$ cat config.mk
export PLATFORM = sky130hd
export DESIGN_NAME = job_ctrl_fsm
export DESIGN_NICKNAME = d
export VERILOG_FILES = /design/src/rtl/job_ctrl_fsm.sv
export SDC_FILE = /design/constraint.sdc
export NUM_CORES = 1
export LEC_CHECK = 0
export ABC_AREA = 1
export CORE_MARGIN = 4
export CORE_UTILIZATION = 54
export CTS_CLUSTER_SIZE = 16
export DETAILED_ROUTE_END_ITERATION = 10
export GPL_TIMING_DRIVEN = 0
export PLACE_DENSITY = 0.85
export RECOVER_POWER = 25
export SLEW_MARGIN = 20
export SYNTH_ARGS = -nofsm -noshare
export SYNTH_HDL_FRONTEND = slang
export SYNTH_SLANG_ARGS = --single-unit
$ cat constraint.sdc
create_clock -name clk -period 2.79 [get_ports clk]
set_clock_uncertainty 0.05 [all_clocks]
set_input_delay 0.279 -clock clk [delete_from_list [all_inputs] [get_ports clk]]
set_output_delay 0.279 -clock clk [all_outputs]
set_load 0.05 [all_outputs]
$ cat src/rtl/job_ctrl_fsm.sv
// Go/kill job controller: latches len on go, counts len+1 ACTIVE cycles, then FINISH or ABORT.
// Optional PAUSE state compiled in with `define JOB_CTRL_PAUSE_EN; otherwise the pause input is ignored.
module job_ctrl_fsm #(
  parameter int CNT_W  = 8,
  parameter int JCNT_W = 8
) (
  input  logic              clk,
  input  logic              rst,
  input  logic              go,
  input  logic              kill,
  input  logic              pause,
  input  logic [CNT_W-1:0]  len,
  output logic [2:0]        state,
  output logic              busy,
  output logic              done,
  output logic              aborted,
  output logic [CNT_W-1:0]  count,
  output logic [JCNT_W-1:0] jobs_done
);

  localparam logic [2:0] S_IDLE   = 3'd0;
  localparam logic [2:0] S_ACTIVE = 3'd1;
  localparam logic [2:0] S_FINISH = 3'd2;
  localparam logic [2:0] S_ABORT  = 3'd3;
  localparam logic [2:0] S_PAUSE  = 3'd4;

  logic [2:0]        state_q, state_d;
  logic [CNT_W-1:0]  count_q, count_d;
  logic [CNT_W-1:0]  len_q, len_d;
  logic [JCNT_W-1:0] jobs_q, jobs_d;

`ifndef JOB_CTRL_PAUSE_EN
  logic unused_pause;
  assign unused_pause = pause;
`endif

  always_comb begin
    state_d = state_q;
    count_d = count_q;
    len_d   = len_q;
    jobs_d  = jobs_q;
    case (state_q)
      S_IDLE: begin
        if (go && !kill) begin
          state_d = S_ACTIVE;
          len_d   = len;
          count_d = '0;
        end
      end
      S_ACTIVE: begin
        if (kill) begin
          state_d = S_ABORT;
`ifdef JOB_CTRL_PAUSE_EN
        end else if (pause) begin
          state_d = S_PAUSE;
`endif
        end else if (count_q == len_q) begin
          // count stops at len_q, so it can never wrap
          state_d = S_FINISH;
          jobs_d  = jobs_q + JCNT_W'(1);
        end else begin
          count_d = count_q + CNT_W'(1);
        end
      end
      S_FINISH: state_d = S_IDLE;
      S_ABORT: begin
        if (!kill) state_d = S_IDLE;
      end
`ifdef JOB_CTRL_PAUSE_EN
      S_PAUSE: begin
        if (kill)        state_d = S_ABORT;
        else if (!pause) state_d = S_ACTIVE;
      end
`endif
      default: state_d = S_IDLE;
    endcase
  end

  always_ff @(posedge clk or posedge rst) begin
    if (rst) begin
      state_q <= S_IDLE;
      count_q <= '0;
      len_q   <= '0;
      jobs_q  <= '0;
    end else begin
      state_q <= state_d;
      count_q <= count_d;
      len_q   <= len_d;
      jobs_q  <= jobs_d;
    end
  end

  assign state     = state_q;
`ifdef JOB_CTRL_PAUSE_EN
  assign busy      = (state_q == S_ACTIVE) || (state_q == S_PAUSE);
`else
  assign busy      = (state_q == S_ACTIVE);
`endif
  assign done      = (state_q == S_FINISH);
  assign aborted   = (state_q == S_ABORT);
  assign count     = count_q;
  assign jobs_done = jobs_q;

endmodule
After elaboration in Yosys (flattened, before gate mapping)
Cells that the tools add are included.

Register bits after elaboration: 27. Bits of input ports: 13. Output and inout bits: 22.

Add/sub/neg operators: 2. Equal/unequal tests: 9. Multiplexer cells: 9. Bitwise gates (word level): 1. Reductions and logical operators: 8.

Operator list (count): $mux 8 (3); $add 8x1->8 const B (2); $pmux 8 s2 (1); $mux 3 (4); $pmux 3 s3 (1); $eq 8x8->1 (1); $ne 2x2->1 const B (4); $eq 3x2->1 const B (2); $reduce_and 3->1 (2); $reduce_and 4->1 (1); $eq 3x1->1 const B (1); $logic_not 3->1 (1); $ne 3x2->1 const B (1); $reduce_and 2->1 (1); $reduce_bool 2->1 (1); $logic_and 1x1->1 (1); $logic_not 1->1 (1); $not 1->1 (1).

Logic depth before layout (Yosys ltp)
Depth after elaboration: 4. Gate-level depth with buffers: 10. Mapped depth without buffers: 10.

Worst setup path before layout
No wires, ideal clock.

Path type: reg-to-reg. From: reg state_q[0], in the netlist state[0]. To: reg count_q[6], in the netlist count[6]. Setup time: 0.120 ns. Data arrival time: 1.758 ns. Data required time: 2.620 ns. Slack: 0.862 ns. Cell stages (with the launch flop): 9. Period minus slack after synthesis: 1.928 ns. Path through: dfrtp_1 > buf_4 > inv_2 > nor2_4 > inv_2 > o21ai_4 > nand2_4 > nand2_1 > nand2_1.

Word-level cells in the longest chain between the ends: 3. Elaborated cells between the ends (all ways): 8. Classes of those cells: 4 x eq/ne; 1 x mux; 3 x reduce/logical.

RTL lines: start, declared (RTL line 27) `logic [2:0] state_q, state_d;`; start signal, assigned (RTL line 86) `state_q <= state_d;`; $eq 3x1->1 (*); net busy (RTL line 14) `output logic busy,`; $ne 2x2->1 (no line) or $reduce_bool 2->1 (tied branches); $reduce_and 4->1 (no line); end signal, assigned (RTL line 87) `count_q <= count_d;`; end, declared (RTL line 28) `logic [CNT_W-1:0] count_q, count_d;`.

Mark *: on every way through the listed nets, which the timed path passes. The rest lies on a longest branch. A chain may end at the register's enable or synchronous reset.

Worst setup path after layout
From: reg state_q[0], in the netlist state[0]. To: out busy.

Word-level cells in the longest chain between the ends: 1.

RTL lines: $eq 3x1->1 (RTL line 97) `assign busy = (state_q == S_ACTIVE);`; end, declared (RTL line 14).

Every way passes these cells.

==> impl_metrics.env <==
export IMPL_fin_crit_sh_pct=77.2
export IMPL_wl_per_cell_um=11.6
export IMPL_fmax_ghz=0.464
export IMPL_cp_start_kind="flop"
export IMPL_cts_hold_buffers=0
export IMPL_initial_core_util_pct=56.7
export IMPL_slew_headroom_pct=36.6
export IMPL_yosysTopAreaCell="dfrtp_1"
export IMPL_fin_setup_tns_ns=0
export IMPL_grt_ovfl_total=0
export IMPL_r2r_setup_slack_ns=1.32
export IMPL_cts_root_buffer="clkbuf_4"
export IMPL_drt_total_wl_mm=3.06
export IMPL_peakVddDrop_uv=772
export IMPL_syn_num_nets=212
export IMPL_synth_area_leaders="dfrtp_1, nand2_1, nand3_1, xnor2_1, inv_1"
export IMPL_leakagePower_nw=1.01
export IMPL_avgSynthCellArea_um2=8.01
export IMPL_cts_setup_buffers=0
export IMPL_worstSkewPairLatency_ns=0.32
export IMPL_cts_resized=0
export IMPL_final_max_slew_viol_count=0
export IMPL_tritoncts="done"
export IMPL_dr_pass1_iters=4
export IMPL_row_count=19
export IMPL_reg2reg_depth=8
export IMPL_synth_common_cells="nand2_1, dfrtp_1, nand3_1, inv_1, nor2_1"
export IMPL_cts_max_path_buffers=2
export IMPL_timing_hold_violations_final=0
export IMPL_final_nets=249
export IMPL_dieArea_mm2=0.00385
export IMPL_grt_pass1_wl_mm=5.11
export IMPL_critPathArrivalTime_ns=1.82
export IMPL_fp_dieH_um=62.1
export IMPL_synth_most_common_cell="nand2_1"
export IMPL_synth_edf_count=0
export IMPL_postSynthCellCount=197
export IMPL_portBuffers=32
export IMPL_io_pins=35
export IMPL_hold_class="input port to flop"
export IMPL_hold_depth=3
export IMPL_synth_top_flop_cell="dfrtp_1"
export IMPL_final_cells=264
export IMPL_gp_congestion=0.851
export IMPL_critPathCaptureType="output port"
export IMPL_whs_endpoint="len_q[0]"
export IMPL_yosys_cell_types_count=28
export IMPL_dp_cells=260
export IMPL_fp_dieW_um=62.1
export IMPL_worstReg2RegEnd="count[6]"
export IMPL_drcViolationCount=0
export IMPL_synth_area_mm2=0.00158
export IMPL_synth_top_area_share_pct=41.2
export IMPL_numCtsBuffers=3
export IMPL_seq_area_frac_synth_pct=41.2
export IMPL_power_density_mw_per_mm2=785
export IMPL_worstPathRequired_ns=2.46
export IMPL_htree_levels=1
export IMPL_drt_iter0_markers=46
export IMPL_r2r_start="count[0]"
export IMPL_setup_viol=0
export IMPL_cp_max_fo=8
export IMPL_rsz0062_at_grt="no"
export IMPL_hold_worst_slack_ns=0.411
export IMPL_synthArstFlopShare_pct=100
export IMPL_clk_pin_slew_worst_paths_ns=0.14
export IMPL_hold_start="len[0]"
export IMPL_viasPerCell=5.08
export IMPL_critical_path_class="flop to output port"
export IMPL_area_delta_synth_final_pct=25.1
export IMPL_status="completed"
export IMPL_grt_antenna_before_repair=0
export IMPL_cts_sinks=26
export IMPL_ys_ff_latch=26
export IMPL_period_needed_ns=2.15
export IMPL_diodes=0
export IMPL_drv_cap=0
export IMPL_fin_util_pct=70.9
export IMPL_track_usage_pct=17.9
export IMPL_drtAntennaViolNets=0
export IMPL_grt_pass1_vias=1159
export IMPL_drive_gt1_share_pct=13.7
export IMPL_detailroute_via_count=1340
export IMPL_core_mm2=0.00278
export IMPL_dp_hpwl_mm=2.42
export IMPL_ys_warn_count=0
export IMPL_worst_pin_slew_ns=0.950
export IMPL_grt_max_degree=27
## worst max path at each step
stage	start	to	slack (ns)
floorplan	state[0]	count[6]	0.86
global route	state[1]	done	0.56
global placement	state[0]	busy	1.0
detailed placement	state[0]	busy	1.00
finish	state[0]	busy	0.64
CTS	state[0]	busy	0.62
## layer usage
metal,global-route usage [%],vias up,wire (um)
met2,27.8,37,1450
met4,5.76,0,31
met5,0,-,0
met3,3.10,4,154
li1,-,690,-
met1,25.2,609,1420
## cell families (layout without fill, tap and decap cells)
logic type,count (synthesis),count (layout),synth area share [%]
and+or+nand+nor,124,124,37.7
DFF,26,26,41.2
buffers and inverters,24,60,7.93
xor gates and xnor gates,13,13,7.69
AOI/OAI and AO/OA,7,7,3.65
adders and majority gates,2,2,1.59
other,1,1,0.238
## final cells by class
type	instances	area, um2
timing repair buffer	32	320
inverter	19	76.3
multi-input combinational	147	802
sequential	26	651
clock buffer	4	36.3
fill	211	808
buffer	5	48.8
tap	31	38.8
## layout by cell type (no fill, tap or decap), types with 2 or more instances in the layout
| cell type | Yosys | final |
|---|---|---|
| nor2_4 | 3 | 3 |
| o21ai_2 | 3 | 3 |
| buf_6 | 3 | 3 |
| ha_1 | 2 | 2 |
| nand2_4 | 3 | 3 |
| nand2_1 | 77 | 77 |
| nand4_1 | 3 | 3 |
| xnor2_1 | 7 | 7 |
| nand3_1 | 20 | 20 |
| clkbuf_4 | 0 | 3 |
| buf_4 | 2 | 2 |
| clkdlybuf4s50_1 | 0 | 31 |
| inv_2 | 5 | 5 |
| nor3_1 | 3 | 3 |
| xor2_1 | 5 | 5 |
| o21ai_0 | 2 | 2 |
| inv_1 | 13 | 13 |
| dfrtp_1 | 26 | 26 |
| nor2_1 | 9 | 9 |
## sequential cells by signal, summed over array words and instances, names as in the netlist
signal and count:
state 2, count 8, jobs_done 8, len_q 8
## worst max-delay path: stages, from the launching register on
cell,delay [ns]
dfrtp_1,0.38
buf_4,0.16
inv_2,0.05
nor2_4,0.10
clkdlybuf4s50_1,0.81
## where the power goes
group          internal [W]  leakage (nW)  switching [W]
registers          0.000467         0.346      0.0000830
logic              0.000289         0.645       0.000516
clock network     0.0000799        0.0210       0.000114
total              0.000837          1.01       0.000713
## through the flow
stage / total power [W] / worst slack [ns] / area [um2]
finish: 0.00155 / 0.636 / 1970
global route: 0.00165 / 0.560 / 1970
CTS: 0.00156 / 0.616 / 1970
detailed placement: 0.00137 / 1.00 / 1940
global placement: 0.00135 / 0.999 / 1940
floorplan: 0.00117 / 0.862 / 1580
(Power assumes the default switching activity.)
